### src/rtl/i3c_pad_ctrl.sv
// Pad-side glue for NumLanes independent I3C buses: input sync + spike filter,
// START/STOP and bus-free detection, registered open-drain/push-pull pad drive.
module i3c_pad_ctrl #(
  parameter int NumLanes   = 1,
  parameter int SyncStages = 2,
  parameter int FiltW      = 4,
  parameter int IdleCntW   = 16
) (
  input  logic                clk_i,
  input  logic                rst_i,
  input  logic [FiltW-1:0]    filt_len_i,
  input  logic [IdleCntW-1:0] bus_free_thld_i,
  input  logic [NumLanes-1:0] scl_pad_i,
  input  logic [NumLanes-1:0] sda_pad_i,
  input  logic [NumLanes-1:0] scl_ctrl_i,
  input  logic [NumLanes-1:0] sda_ctrl_i,
  input  logic [NumLanes-1:0] sel_od_pp_i,
  input  logic [NumLanes-1:0] scl_drive_en_i,
  output logic [NumLanes-1:0] scl_o,
  output logic [NumLanes-1:0] sda_o,
  output logic [NumLanes-1:0] scl_pad_o,
  output logic [NumLanes-1:0] sda_pad_o,
  output logic [NumLanes-1:0] scl_pad_oe,
  output logic [NumLanes-1:0] sda_pad_oe,
  output logic [NumLanes-1:0] start_det_o,
  output logic [NumLanes-1:0] stop_det_o,
  output logic [NumLanes-1:0] bus_free_o
);

  for (genvar l = 0; l < NumLanes; l++) begin : g_lane
    logic [1:0]          raw;   // bit 0 = SCL, bit 1 = SDA
    logic [1:0]          filt;
    logic [1:0]          filt_prev_q;
    logic                scl_f;
    logic                sda_f;
    logic                scl_q;
    logic                sda_q;
    logic                pp_q;
    logic                drv_en_q;
    logic                scl_hold_q;
    logic                sda_hold_q;
    logic                start_q;
    logic                stop_q;
    logic                bus_free_q;
    logic [IdleCntW-1:0] idle_cnt_q;

    assign raw   = {sda_pad_i[l], scl_pad_i[l]};
    assign scl_f = filt[0];
    assign sda_f = filt[1];

    for (genvar s = 0; s < 2; s++) begin : g_sig
      logic [SyncStages-1:0] sync_q;
      logic [FiltW-1:0]      cnt_q;
      logic                  filt_bit_q;
      logic                  synced;

      assign synced  = sync_q[SyncStages-1];
      assign filt[s] = filt_bit_q;

      // Compare against the live length so a shortened filter releases at once.
      always_ff @(posedge clk_i) begin
        if (rst_i) begin
          sync_q     <= '1;
          cnt_q      <= '0;
          filt_bit_q <= 1'b1;
        end else begin
          sync_q <= {sync_q[SyncStages-2:0], raw[s]};
          if (synced == filt_bit_q) begin
            cnt_q <= '0;
          end else if (cnt_q >= filt_len_i) begin
            filt_bit_q <= synced;
            cnt_q      <= '0;
          end else begin
            cnt_q <= cnt_q + 1'b1;
          end
        end
      end
    end

    always_ff @(posedge clk_i) begin
      if (rst_i) begin
        filt_prev_q <= 2'b11;
        start_q     <= 1'b0;
        stop_q      <= 1'b0;
        idle_cnt_q  <= '0;
        bus_free_q  <= 1'b0;
      end else begin
        filt_prev_q <= filt;
        start_q     <= filt_prev_q[0] & scl_f & filt_prev_q[1] & ~sda_f;
        stop_q      <= filt_prev_q[0] & scl_f & ~filt_prev_q[1] & sda_f;
        if (!(scl_f && sda_f) || start_q) begin
          idle_cnt_q <= '0;
        end else if (idle_cnt_q != '1) begin
          idle_cnt_q <= idle_cnt_q + 1'b1;
        end
        bus_free_q <= (idle_cnt_q >= bus_free_thld_i) & scl_f & sda_f;
      end
    end

    // Hold flops keep a high level actively driven for one cycle when leaving push-pull.
    always_ff @(posedge clk_i) begin
      if (rst_i) begin
        scl_q      <= 1'b1;
        sda_q      <= 1'b1;
        pp_q       <= 1'b0;
        drv_en_q   <= 1'b0;
        scl_hold_q <= 1'b0;
        sda_hold_q <= 1'b0;
      end else begin
        scl_q      <= scl_ctrl_i[l];
        sda_q      <= sda_ctrl_i[l];
        pp_q       <= sel_od_pp_i[l];
        drv_en_q   <= scl_drive_en_i[l];
        scl_hold_q <= pp_q & ~sel_od_pp_i[l] & scl_ctrl_i[l];
        sda_hold_q <= pp_q & ~sel_od_pp_i[l] & sda_ctrl_i[l];
      end
    end

    assign scl_o[l]       = scl_f;
    assign sda_o[l]       = sda_f;
    assign scl_pad_o[l]   = scl_q;
    assign sda_pad_o[l]   = sda_q;
    assign sda_pad_oe[l]  = pp_q | ~sda_q | sda_hold_q;
    assign scl_pad_oe[l]  = drv_en_q & (pp_q | ~scl_q | scl_hold_q);
    assign start_det_o[l] = start_q;
    assign stop_det_o[l]  = stop_q;
    assign bus_free_o[l]  = bus_free_q;
  end

endmodule

### config.mk
export PLATFORM = sky130hd
export DESIGN_NAME = i3c_pad_ctrl
export DESIGN_NICKNAME = d
export VERILOG_FILES = /design/src/rtl/i3c_pad_ctrl.sv
export SDC_FILE = /design/constraint.sdc
export NUM_CORES = 1
export LEC_CHECK = 0
export CAP_MARGIN = 20
export CORE_ASPECT_RATIO = 1.2
export CORE_UTILIZATION = 57
export DETAILED_ROUTE_END_ITERATION = 10
export PLACE_DENSITY = 0.85
export SLEW_MARGIN = 25
export SYNTH_ARGS = -nofsm -noshare
export SYNTH_HDL_FRONTEND = slang
export SYNTH_SLANG_ARGS = --single-unit
### constraint.sdc
create_clock -name clk_i -period 2.89 [get_ports clk_i]
set_clock_uncertainty 0.2 [all_clocks]
set_input_delay 0.7225 -clock clk_i [delete_from_list [all_inputs] [get_ports clk_i]]
set_output_delay 0.7225 -clock clk_i [all_outputs]
set_load 0.1 [all_outputs]
==> reports/results.tsv, run 1 <==
stage	metric	value	unit
floorplan	core_region_area	3660	sq um
setup_path	r2r_start	g_lane[0].idle_cnt_q[3]	
synthesis	synthMostInstantiatedCell	dfxtp_1	
synthesis	synthCells	246	
hold_path	hold_depth	1	
timing	timing.fmax	429	MHz
clock_network	numCtsBuffers	5	
synthesis	synthDistinctLibCells	45	
clock_network	clock_path_buffers	2	
synthesis	yosys.area.top_type	dfxtp_1	
drt	avgRoutedWirePerCell	12.0	um
power_and_ir_drop	p_comb_share	11.8	%
setup_path	required	2910	ps
finish	finish.utilization	74.1	%
global_route	grt-ovfl-total	0	
floorplan	start_util	60.0	%
placement	placed_area	2600	sq um
power_and_ir_drop	p_leak	1.18	nW
timing	fin_crit_sh	80.6	%
global_route	grt_pass1_wl	7210	um
synthesis	synthSimpleGateAreaFrac	24.2	%
clock_network	cts-root-buf	clkbuf_8	
timing	period_minus_slack	2330	ps
clock_network	cts.clk_slew.worst_paths	80	ps
finish	synthToLayoutAreaGrowth	23.6	%
clock_network	cts_tree	yes	
power_and_ir_drop	ir_drop	0.453	mV
synthesis	synthXorXnorAreaFrac	2.79	%
synthesis	synth_top_area_share	37.3	%
setup_path	timing.rr.end	g_lane[0].idle_cnt_q[15]	
power_and_ir_drop	clockPowerShare	39.0	%
synthesis	syn-num-nets	301	
global_route	antenna_found_initial	0	
finish	nets	343	
global_route	grt_pass1_vias	1762	
clock_network	clock_latency	290	ps
setup_path	crit_arrival	2350	ps
setup_path	worstRegToRegCells	4	
global_route	grt.total_usage	22.5	%
timing	tns	0	ps
synthesis	netlist_area	2200	sq um
drt	ant_nets	0	
finish	regArea	821	sq um
floorplan	boundaryPins	37	
drt	routed_via_density	5.23	
placement	gp_congestion	0.765	
power_and_ir_drop	powerDensity	438	nW/um^2
synthesis	synth_area_leaders	dfxtp_1 37%, ha_1 15%, inv_1 4.8%	
synthesis	synth_compound_area_share	13.4	%
clock_network	postCtsSetupBuffers	0	
synthesis	synth_async_sr_flop_share	0	%
timing	hold_viol	0	
timing	maxSlewViolCount	0	
finish	diodes	0	
synthesis	synth_warnings	0	
drt	via_count	1784	
placement	port_buffers	36	
power_and_ir_drop	swShare	24.1	%
drt	routed_wl	4090	um
setup_path	start_kind	primary input	
clock_network	clock-sinks	41	
hold_path	hold-path-endpoint	g_lane[0].g_sig[0].sync_q[1]	
finish	fillCellCount	280	
drt	drc_errors	0	
timing	holdWs	220	ps
clock_network	htree_levels	2	
timing	slew_headroom	72.2	%
timing	grt_setup_unrepaired	no	
synthesis	synth_area_per_cell	8.94	sq um
power_and_ir_drop	p_int	0.903	mW
floorplan	die_y	70.0	um
power_and_ir_drop	power_frac_seq	49.2	%
status	status	completed	
placement	dp_hpwl	3150	um
hold_path	hold_path.class	flop to flop	
setup_path	end_kind	flop	
timing	setup_viol	0	
synthesis	synth.ff_latch_count	41	
synthesis	synth_edf_count	0	
clock_network	ctsResizeCount	0	
floorplan	rows	24	
synthesis	yosys.area_share.adder	15.4	%
synthesis	synth_common_cells	41 x dfxtp_1, 28 x inv_1, 27 x ha_1, 25 x nor2_1, 17 x a21oi_1	
timing	tightest_slew	416	ps
synthesis	ys.flop_type	dfxtp_1	
drt	drt_iter0_drc	64	
global_route	grt_max_degree	17	
synthesis	synth_mux_area_share	1.37	%
finish	drive_gt1_share	13.1	%
setup_path	r2r_setup_slack	980	ps
setup_path	criticalPathCategory	primary input to flop	
power_and_ir_drop	p_switching	0.286	mW
clock_network	postCtsHoldBufs	0	
setup_path	path_max_fanout	3	
finish	multi_input_area	1260	sq um
drt	dr.pass1.iters	4	
flow_run	cap_violations	0	
hold_path	min_from	g_lane[0].g_sig[0].sync_q[0]	
synthesis	synth-seq-area-share	37.3	%
synthesis	synth_top_family_by_area	simple AND/OR/NAND/NOR gates	
finish	postLayoutCellArea	2720	sq um
floorplan	dieArea	4110	sq um
floorplan	fp.dieW	58.7	um
worst max-delay path by stage:
stage	cells after the start	from	slack, ps	to
final	6	bus_free_thld_i[15]	560	bus_free_o
after global routing	6	bus_free_thld_i[15]	460	bus_free_o
after CTS	6	bus_free_thld_i[15]	560	bus_free_o
after detailed placement	5	rst_i	270	g_lane[0].idle_cnt_q[11]
after global placement	7	bus_free_thld_i[2]	300	bus_free_o
after floorplan	1	sda_pad_o	260	sda_pad_oe
power by group through the flow:
stage	registers (mW)	logic [mW]	clock network (mW)
floorplan	0.611	0.0701	0
global placement	0.598	0.137	0
detailed placement	0.599	0.141	0
CTS	0.585	0.142	0.469
global route	0.587	0.156	0.492
finish	0.585	0.140	0.463
area by class of cell:
class                           count  area share [%]
Clock buffer                        5            2.53
Multi-Input combinational cell    174            46.3
Timing Repair Buffer               38            13.0
Inverter                           28            3.87
Clock inverter                      3            1.70
Sequential cell                    41            30.2
Tap cell                           52            2.40
worst max-delay path: stages:
cell and delay (ps):
clkdlybuf4s50_1 450, inv_1 40, ha_1 300, nand4_1 140, or4_1 530, o21ai_0 160
layout by cell type, fill, tap and decap left out, drive strengths merged, types with 3 or more instances in the layout:
cell type      instances
o211ai                 3
nand3                  7
nand2                 12
or2                    7
nor4bb                 3
and3                   3
xnor2                  5
a21oi                 17
buf                   11
clkbuf                 5
nor2b                  4
or4                    3
ha                    27
o21ai                 15
or3                    5
mux2i                  3
dfxtp                 41
nor2                  25
clkdlybuf4s50         27
nand4                  7
inv                   28
a211oi                 4
registers in the layout, summed over array words and instances, names as in the netlist, 2 cells and up:
name	cells
g_lane.g_sig.cnt_q	8
g_lane.idle_cnt_q	16
g_lane.filt_prev_q	2
g_lane.g_sig.sync_q	4
kinds of logic after synthesis:
family | after synthesis
adders and majority gates | 27
muxes | 3
buffers and inverters | 31
xor gates and xnor gates | 7
DFF | 41
and+or+nand+nor | 88
AOI/OAI and AO/OA | 49
metal layers:
metal  track usage, %  wire length, um  vias up
met4             12.4               88        0
met5                0                0        -
li1                 -                -      953
met3             4.26              126        7
met1             24.2             1750      795
met2             40.2             2130       29
through the flow:
step | setup slack, ps | total power, mW | cells
after detailed placement | 272 | 0.740 | 333
after CTS | 556 | 1.20 | 341
after floorplan | 260 | 0.681 | 246
final | 562 | 1.19 | 341
after global routing | 456 | 1.23 | 341
after global placement | 297 | 0.735 | 333
Note: power is estimated with default switching activity, not from simulation.
==> run 2, diff against run 1 <==
--- a/config.mk
+++ b/config.mk
@@ -7,9 +7,9 @@
 export LEC_CHECK = 0
 export CAP_MARGIN = 20
 export CORE_ASPECT_RATIO = 1.2
-export CORE_UTILIZATION = 57
+export CORE_UTILIZATION = 48
 export DETAILED_ROUTE_END_ITERATION = 10
-export PLACE_DENSITY = 0.85
+export PLACE_DENSITY = 0.76
 export SLEW_MARGIN = 25
 export SYNTH_ARGS = -nofsm -noshare
 export SYNTH_HDL_FRONTEND = slang
==> constraint.sdc (replaced) <==
create_clock -name clk_i -period 1.89 [get_ports clk_i]
set_clock_uncertainty 0.2 [all_clocks]
set_input_delay 0.4725 -clock clk_i [delete_from_list [all_inputs] [get_ports clk_i]]
set_output_delay 0.4725 -clock clk_i [all_outputs]
set_load 0.1 [all_outputs]
==> run 2 against run 1 <==
  * Critical endpoint unchanged
  * Clock power increased by 55%
  * Utilization decreased by 2.0 points
  * Power up 58%
  * Routed wire length increased by 17%
  * Via count up 12%
  * First-iteration DRC count decreased by 16%
  * Combinational power is 91% higher
  * Global-route usage shrank 3.1 points
  * Largest power group unchanged
  * Worst setup slack lost 540 ps
==> reports/results.tsv, run 2 (same netlist as run 1, synthesis figures left out) <==
stage	metric	value	unit	change
floorplan	start_util	50.8	%	-9.2 points
drt	routed_via_density	5.51		+5.3%
drt	routed_wl	4770	um	+17%
clock_network	clock_latency	300	ps	about the same
finish	diodes	0		unchanged
global_route	grt_pass1_vias	1917		+8.8%
setup_path	cp_slowest_cell	clkdlybuf4s50_1		
floorplan	fp.dieW	63.8	um	+8.7%
setup_path	crit_path_max_incr_delay	460	ps	-70 ps
finish	synthToLayoutAreaGrowth	42.0	%	
global_route	grt-ovfl-total	0		unchanged
status	status	completed		
global_route	antenna_found_initial	0		unchanged
setup_path	path_max_fanout	2		-1
power_and_ir_drop	powerDensity	602	nW/um^2	+38%
timing	fin_crit_sh	98.9	%	
clock_network	clock-sinks	41		unchanged
finish	nets	360		+5.0%
timing	slew_headroom	71.7	%	-0.51 points
clock_network	cts.clk_slew.worst_paths	80	ps	about the same
power_and_ir_drop	ir_drop	0.723	mV	+59%
drt	avgRoutedWirePerCell	13.2	um	+9.8%
finish	layout_common_cells	31 x dfxtp_1, 25 x inv_1, 25 x nor2_1		
floorplan	core_region_area	4330	sq um	+18%
flow_run	cap_violations	0		unchanged
clock_network	clock_path_buffers	2		unchanged
global_route	grt_max_degree	17		unchanged
timing	holdWs	213	ps	-6.88 ps
finish	regMostFlops	g_lane.idle_cnt_q		
timing	hold_viol	0		unchanged
setup_path	end_kind	flop		
drt	drt_iter0_drc	54		-16%
timing	tightest_slew	423	ps	+7.64 ps
floorplan	rows	26		+8.3%
timing	setup_viol	0		unchanged
setup_path	cp_top_family	simple AND/OR/NAND/NOR gates		
setup_path	required	1930	ps	-980 ps
floorplan	dieArea	4860	sq um	+18%
drt	via_count	1995		+12%
power_and_ir_drop	p_leak	1.36	nW	+15%
setup_path	critPathBufInv	2		unchanged
timing	final.setup.worst_slack	21.1	ps	-540 ps
placement	gp_congestion	0.759		-0.76%
setup_path	crit_arrival	1900	ps	-450 ps
finish	postLayoutCellArea	3120	sq um	+15%
clock_network	numCtsBuffers	5		unchanged
floorplan	boundaryPins	37		unchanged
setup_path	start_kind	primary input		
setup_path	criticalPathCategory	primary input to flop		
drt	dr.pass1.iters	4		unchanged
finish	layout_commonest_cell	dfxtp_1		
power_and_ir_drop	power	1.88	mW	+58%
global_route	grt.total_usage	19.5	%	-3.1 points
timing	tns	0	ps	unchanged
finish	drive_gt1_share	27.5	%	+14 points
timing	maxSlewViolCount	0		unchanged
timing	grt_setup_unrepaired	yes		
finish	largest_reg_flops	16		unchanged
placement	port_buffers	36		unchanged
drt	ant_nets	0		unchanged
floorplan	die_y	76.1	um	+8.7%
placement	dp_hpwl	3390	um	+7.5%
placement	dp_slack	-467	ps	-739 ps
drt	drc_errors	0		unchanged
clock_network	htree_levels	2		unchanged
timing	timing.fmax	535	MHz	
clock_network	cts-root-buf	clkbuf_8		
global_route	grt_pass1_wl	7640	um	+5.9%
clock_network	postCtsHoldBufs	0		unchanged
setup_path	crit_path_cell_trace	clkdlybuf4s50_1 -> inv_1 -> ha_1 -> nand4_1 -> or4_1 -> o21ai_1		
finish	reg_top3	g_lane.idle_cnt_q (16), g_lane.g_sig.cnt_q (8), g_lane.g_sig.sync_q (4)		
clock_network	cts_tree	yes		
placement	placed_area	2830	sq um	+8.7%
timing	period_minus_slack	1870	ps	
hold_path	hold_path.class	flop to flop		
run 2: cell types whose count changed in the layout (fill, tap and decap cells not counted), moves of 5 or more:
cell / change
ha_1: -7
dlymetal6s2s_1: +5
clkdlybuf4s50_1: -5
buf_12: +9
dfxtp_1: -10
dfxtp_2: +7
buf_4: +7
ha_4: +6
run 2: repair_timing:
action / 4_1_cts / 5_1_grt
buffers inserted: 3 / 1
gates resized for setup: 6 / 27
pin swaps: 7 / 14
endpoints found under the setup margin: 3 / 19
cloned: 0 / 1
run 2: cell type report:
class                      count  area (sq um)
multi-input combinational    174          1380
fill                         329          1200
sequential                    41           841
timing repair buffer          55           609
inverter                      28           105
tap                           56          70.1
clock buffer                   5          68.8
clock inverter                 3          46.3
run 2: final timing paths:
check / startpoint / end / slack [ps] / cells past startpoint
worst max-delay path: bus_free_thld_i[14] / bus_free_o / 20 / 6
worst min-delay path: g_lane[0].g_sig[1].sync_q[0] / g_lane[0].g_sig[1].sync_q[1] / 210 / 1
worst max register to register: g_lane[0].idle_cnt_q[6] / g_lane[0].idle_cnt_q[5] / 50 / 5
worst min register to register: g_lane[0].g_sig[1].sync_q[0] / g_lane[0].g_sig[1].sync_q[1] / 210 / 1
run 2: worst reg2reg max path, delay by kind of cell (launching register included):
family | cells | cell delay [ps]
flops | 1 | 430
buf+inv | 1 | 310
compound gates | 2 | 240
simple gates | 2 | 590
run 2: metal layers:
layer  vias to the layer above  global-route usage [%]  part of all wire (%)
met1                       948                    19.5                    41
met3                        13                    5.39                   3.5
met5                         -                       0                     0
met2                        44                    36.8                    54
met4                         0                    7.50                   2.1
li1                        990                       -                     -
run 2: report_power, final:
group | internal (mW) | switching (mW) | total (mW)
sequential | 0.879 | 0.0155 | 0.895
combinational | 0.140 | 0.128 | 0.267
clock | 0.395 | 0.322 | 0.718
total | 1.41 | 0.465 | 1.88
run 2: stage by stage:
stage	util [%]	std cells
4_1_cts	69.0	360
2_1_floorplan	-	246
6_report	72.2	362
3_3_place_gp	65.3	349
5_1_grt	72.2	362
3_5_place_dp	65.3	349
==> edit 1: new RTL, flow settings as in run 2 <==
Set the parameter `FiltW` to 2 (it was 4).
--- a/src/rtl/i3c_pad_ctrl.sv
+++ b/src/rtl/i3c_pad_ctrl.sv
@@ -4,5 +4,5 @@
   parameter int NumLanes   = 1,
   parameter int SyncStages = 2,
-  parameter int FiltW      = 4,
+  parameter int FiltW      = 2,
   parameter int IdleCntW   = 16
 ) (
Ports: changed (resized filt_len_i); port bits go from 37 to 35. The function was not compared with the original's and may differ.
==> edit 1 against run 2 <==
- non-clock buffer count up 9
- cell area down 3.2%
- wire length shrank 2.8%
- combinational power is 47% higher
- worst setup slack improved by 0.0097 ns
- sequential cell count decreased by 4
- die area decreased by 8.7%
- total power increased by 0.96%
- clock power down 6.1%
- synthesized area decreased by 8.9%
- via count is 7.8% lower
- cell count shrank 5.0%
- critical path depth is 4 lower
- count of clock-buffer cells in the layout up 1
- largest cell class unchanged
- highest routed layer unchanged
==> edit 1: results (changes against run 2) <==
- Outcome: completed (unchanged).
- The routed length per instance came to 13.48 microns (was 13.17 microns).
- The sum of routed wire segments on met1 is 1882 microns (was 1940 microns).
- The switching power is 0.0004949 W (was 0.0004654 W).
- The combinational gate power was 0.000392 W (was 0.000267 W).
- The total routing resource utilization after global routing came to 0.2298 (was 0.1946).
- The proportion of cell area occupied by multi-input gates is 0.4403 (was 0.4425).
- The first-pass GRT wire length came to 7596 microns (was 7638 microns).
- The multiplexer share of the synthesized area came to 0.02563 (was 0.01366).
- The number of placed instances with taps included is 331 (was 349).
- The violation count after the first detailed-route iteration is 57 (was 54).
- The mean cell area of the mapped netlist is 8.937 sq um (was 8.936 sq um).
- The leakage power is 1.300 nW (was 1.362 nW).
- The final total power is 0.001898 W (was 0.001880 W).
- The largest net degree at the start of global routing came to 15 (was 17).
- The library cell contributing the largest single delay on the critical path was sky130_fd_sc_hd__or3b_4 (was sky130_fd_sc_hd__clkdlybuf4s50_1).
- The compound-cell area share of the yosys netlist is 0.1444 (was 0.1343).
- The utilization of the core after routing is 0.7603 (was 0.7215).
- The post-place setup slack is -0.5756 ns (was -0.4668 ns).
- The share of synthesized area occupied by flip-flops and latches is 0.3700 (was 0.3734).
- The placed standard-cell area was 2701 sq um (was 2826 sq um).
- The filler cell count in the final layout is 289 (was 329).
- The worst-case vdd ir drop came to 600.4 uV (was 722.7 uV).
- The via density per instance came to 5.349 (was 5.511).
- Commonest cells in the netlist: 37 x sky130_fd_sc_hd__dfxtp_1, 22 x sky130_fd_sc_hd__inv_1, 21 x sky130_fd_sc_hd__ha_1 (was 41 x sky130_fd_sc_hd__dfxtp_1, 28 x sky130_fd_sc_hd__inv_1, 27 x sky130_fd_sc_hd__ha_1).
- The net count after synthesis came to 271 (was 301).
- The count of input and output buffers is 34 (was 36).
-- edit 1: worst register-to-register path: stages, from the launching register on --
cell and delay [ns]:
sky130_fd_sc_hd__dfxtp_1 0.41, sky130_fd_sc_hd__nand3_1 0.15, sky130_fd_sc_hd__or2_1 0.33, sky130_fd_sc_hd__or4_1 0.49
sky130_fd_sc_hd__o211a_1 0.14
-- edit 1: worst paths after layout --
kind                                startpoint                           end  slack (ns)  cells after the start
setup / recovery                     sda_pad_o                    sda_pad_oe        0.03                      2
hold / removal    g_lane[0].g_sig[1].sync_q[0]  g_lane[0].g_sig[1].sync_q[1]        0.23                      1
setup reg to reg       g_lane[0].idle_cnt_q[2]      g_lane[0].idle_cnt_q[15]        0.06                      4
hold reg to reg   g_lane[0].g_sig[1].sync_q[0]  g_lane[0].g_sig[1].sync_q[1]        0.23                      1
-- edit 1: layer usage --
layer / vias up / track usage
met5: - / 0
met4: 0 / 0.1086
met3: 13 / 0.05142
met2: 46 / 0.4054
met1: 850 / 0.2547
li1: 931 / -
==> edit 2: new RTL, settings of run 2 <==
Without the edit above. Make the reset (`rst_i`) asynchronous in 3 clocked blocks.
--- a/src/rtl/i3c_pad_ctrl.sv
+++ b/src/rtl/i3c_pad_ctrl.sv
@@ -59,5 +59,5 @@
 
       // Compare against the live length so a shortened filter releases at once.
-      always_ff @(posedge clk_i) begin
+      always_ff @(posedge clk_i or posedge rst_i) begin
         if (rst_i) begin
           sync_q     <= '1;
@@ -78,5 +78,5 @@
     end
 
-    always_ff @(posedge clk_i) begin
+    always_ff @(posedge clk_i or posedge rst_i) begin
       if (rst_i) begin
         filt_prev_q <= 2'b11;
@@ -99,5 +99,5 @@
 
     // Hold flops keep a high level actively driven for one cycle when leaving push-pull.
-    always_ff @(posedge clk_i) begin
+    always_ff @(posedge clk_i or posedge rst_i) begin
       if (rst_i) begin
         scl_q      <= 1'b1;
Behaviour: differs if rst_i is asserted again (counterexample within 4 cycles, from zero or initial values and one cycle with rst_i high); with rst_i held inactive, the same outputs for 10 cycles.
==> edit 2 against run 2 <==
- the flow now finishes with violations (negative setup slack)
- worst setup slack worse by 0.27 ns
- wire length grew 5.3%
- utilization up 0.89 points
- sequential cell count unchanged
- synthesized area grew 5.0%
- cell area grew 7.5%
- critical endpoint is now sda_pad_oe
- largest cell class unchanged
Power is not compared: it rests on default switching activity, and its combinational part moved more than twofold at a synthesized area within 25%.
==> edit 2: results (changes against run 2) <==
- The detailed placement HPWL was 3581 microns (was 3393 microns).
- The post-place setup slack is -0.8319 ns (was -0.4668 ns).
- The global routing usage on met3 is 0.03088 (was 0.05389).
- The final reports fail on negative setup slack.
- Synth top area cells: sky130_fd_sc_hd__dfrtp_1 34%, sky130_fd_sc_hd__ha_1 15%, sky130_fd_sc_hd__dfstp_2 11% (was sky130_fd_sc_hd__dfxtp_1 37%, sky130_fd_sc_hd__ha_1 15%, sky130_fd_sc_hd__inv_1 4.8%).
- The largest net degree at the start of global routing was 42 (was 17).
- The met2 global-route usage was 0.3959 (was 0.3681).
- The routed length per instance came to 14.51 microns (was 13.17 microns).
- Outcome: finished with violations (was completed).
- The share of layout cells above drive strength 1 is 0.3438 (was 0.2745).
- The endpoint arrival time on the critical path is 1.46 ns (was 1.90 ns).
- The routability congestion estimate came to 0.7741 (was 0.7590).
- The number of failing setup endpoints in the final timing report is 8 (was 0).
- The total routing resource utilization after global routing is 0.2160 (was 0.1946).
- Commonest cells in the netlist: 31 x sky130_fd_sc_hd__dfrtp_1, 29 x sky130_fd_sc_hd__inv_1, 27 x sky130_fd_sc_hd__ha_1 (was 41 x sky130_fd_sc_hd__dfxtp_1, 28 x sky130_fd_sc_hd__inv_1, 27 x sky130_fd_sc_hd__ha_1).
- The number of standard cells in the layout, taps in and fillers out is 346 (was 362).
- The library cell contributing the largest single delay on the critical path was sky130_fd_sc_hd__dfstp_4 (was sky130_fd_sc_hd__clkdlybuf4s50_1).
- The number of vias after detailed routing is 1818 (was 1995).
- The final-stage net count is 342 (was 360).
- The setup slack of the critical path after layout came to -0.2455 ns (was 0.02115 ns).
- The tightest hold margin is 0.1537 ns (was 0.2129 ns).
- The filler cell count in the final layout is 322 (was 329).
- The share of synthesized area occupied by flip-flops and latches is 0.4501 (was 0.3734).
- The max-slew headroom at the worst pin was 0.7872 (was 0.7171).
- The hold path depth came to 0 (was 1).
- The number of placed instances with taps included is 332 (was 349).
- The via count of the first global-routing pass is 1900 (was 1917).
- The number of distinct library cell variants in the gate-level netlist after synthesis is 40 (was 45).
- The net count after synthesis is 275 (was 301).
- The setup slack of the worst register-to-register path is -0.18 ns (was 0.05 ns).
- The proportion of synthesized flip-flops having asynchronous set or reset is 1.000 (was 0).
- The met1 usage is 0.2415 (was 0.1953).
- The first-pass GRT wire length is 8390 microns (was 7638 microns).
- The placed standard-cell area is 3100 sq um (was 2826 sq um).
-- edit 2: final timing paths --
kind | from | to
hold / removal | g_lane[0].g_sig[0].sync_q[0] | g_lane[0].g_sig[0].sync_q[1]
setup / recovery | sda_pad_o | sda_pad_oe
max in group asynchronous | rst_i | sda_o
setup reg to reg | g_lane[0].idle_cnt_q[1] | bus_free_o
min in group asynchronous | rst_i | bus_free_o
hold reg to reg | g_lane[0].g_sig[0].sync_q[0] | g_lane[0].g_sig[0].sync_q[1]
-- edit 2: layout make-up --
class	count	area, sq um	share of cell area
well taps	58	72.57	0.02163
flip-flops and latches	41	1047	0.3121
inverters	29	116.4	0.03468
repair buffers	63	660.6	0.1969
multi-input cells	147	1351	0.4027
clock buffers	6	72.57	0.02163
clock inverters	2	35.03	0.01044
-- edit 2: cell families after synthesis --
logic type	count (synthesis)	synth area share
buf+inv	32	0.05531
mux	4	0.01844
xor+xnor	18	0.06833
fa+ha+maj	27	0.1464
simple gates	72	0.1844
compound gates	26	0.07701
flops	41	0.4501
-- edit 2: per-layer routing --
layer  wire (microns)  vias to the layer above
met5                0                        -
met4              142                        0
met3              134                       13
met2             2768                       39
met1             1976                      872
li1                 -                      894
-- edit 2: worst max-delay path: cells and delay by family (launching register included) --
| kind | cells | cell delay [ns] |
|---|---|---|
| flops | 1 | 0.61 |
| simple gates | 1 | 0.38 |
| buf+inv | 1 | 0.17 |
-- edit 2: timing repair --
item,4_1_cts,5_1_grt
buffers inserted,2,5
pin swaps,13,11
endpoints found under the hold margin,0,0
setup endpoints to repair,13,24
resized for setup,20,11
-- edit 2: power breakdown --
| group | internal, W | leakage [nW] | switching, W | total, W |
|---|---|---|---|---|
| combinational | 0.000524 | 0.943 | 0.000644 | 0.00117 |
| clock | 0.000392 | 0.0552 | 0.000291 | 0.000683 |
| sequential | 0.00104 | 0.526 | 0.000145 | 0.00118 |
-- edit 2: stage by stage --
step / setup TNS, ns / power [W] / utilization
detailed placement: -5.236 / 0.002210 / 0.6748
floorplan: -0.1891 / 0.001803 / -
CTS: -0.6030 / 0.002942 / 0.7113
global placement: -4.724 / 0.002171 / 0.6748
finish: -0.6953 / 0.003034 / 0.7304
global route: -1.090 / 0.003195 / 0.7304
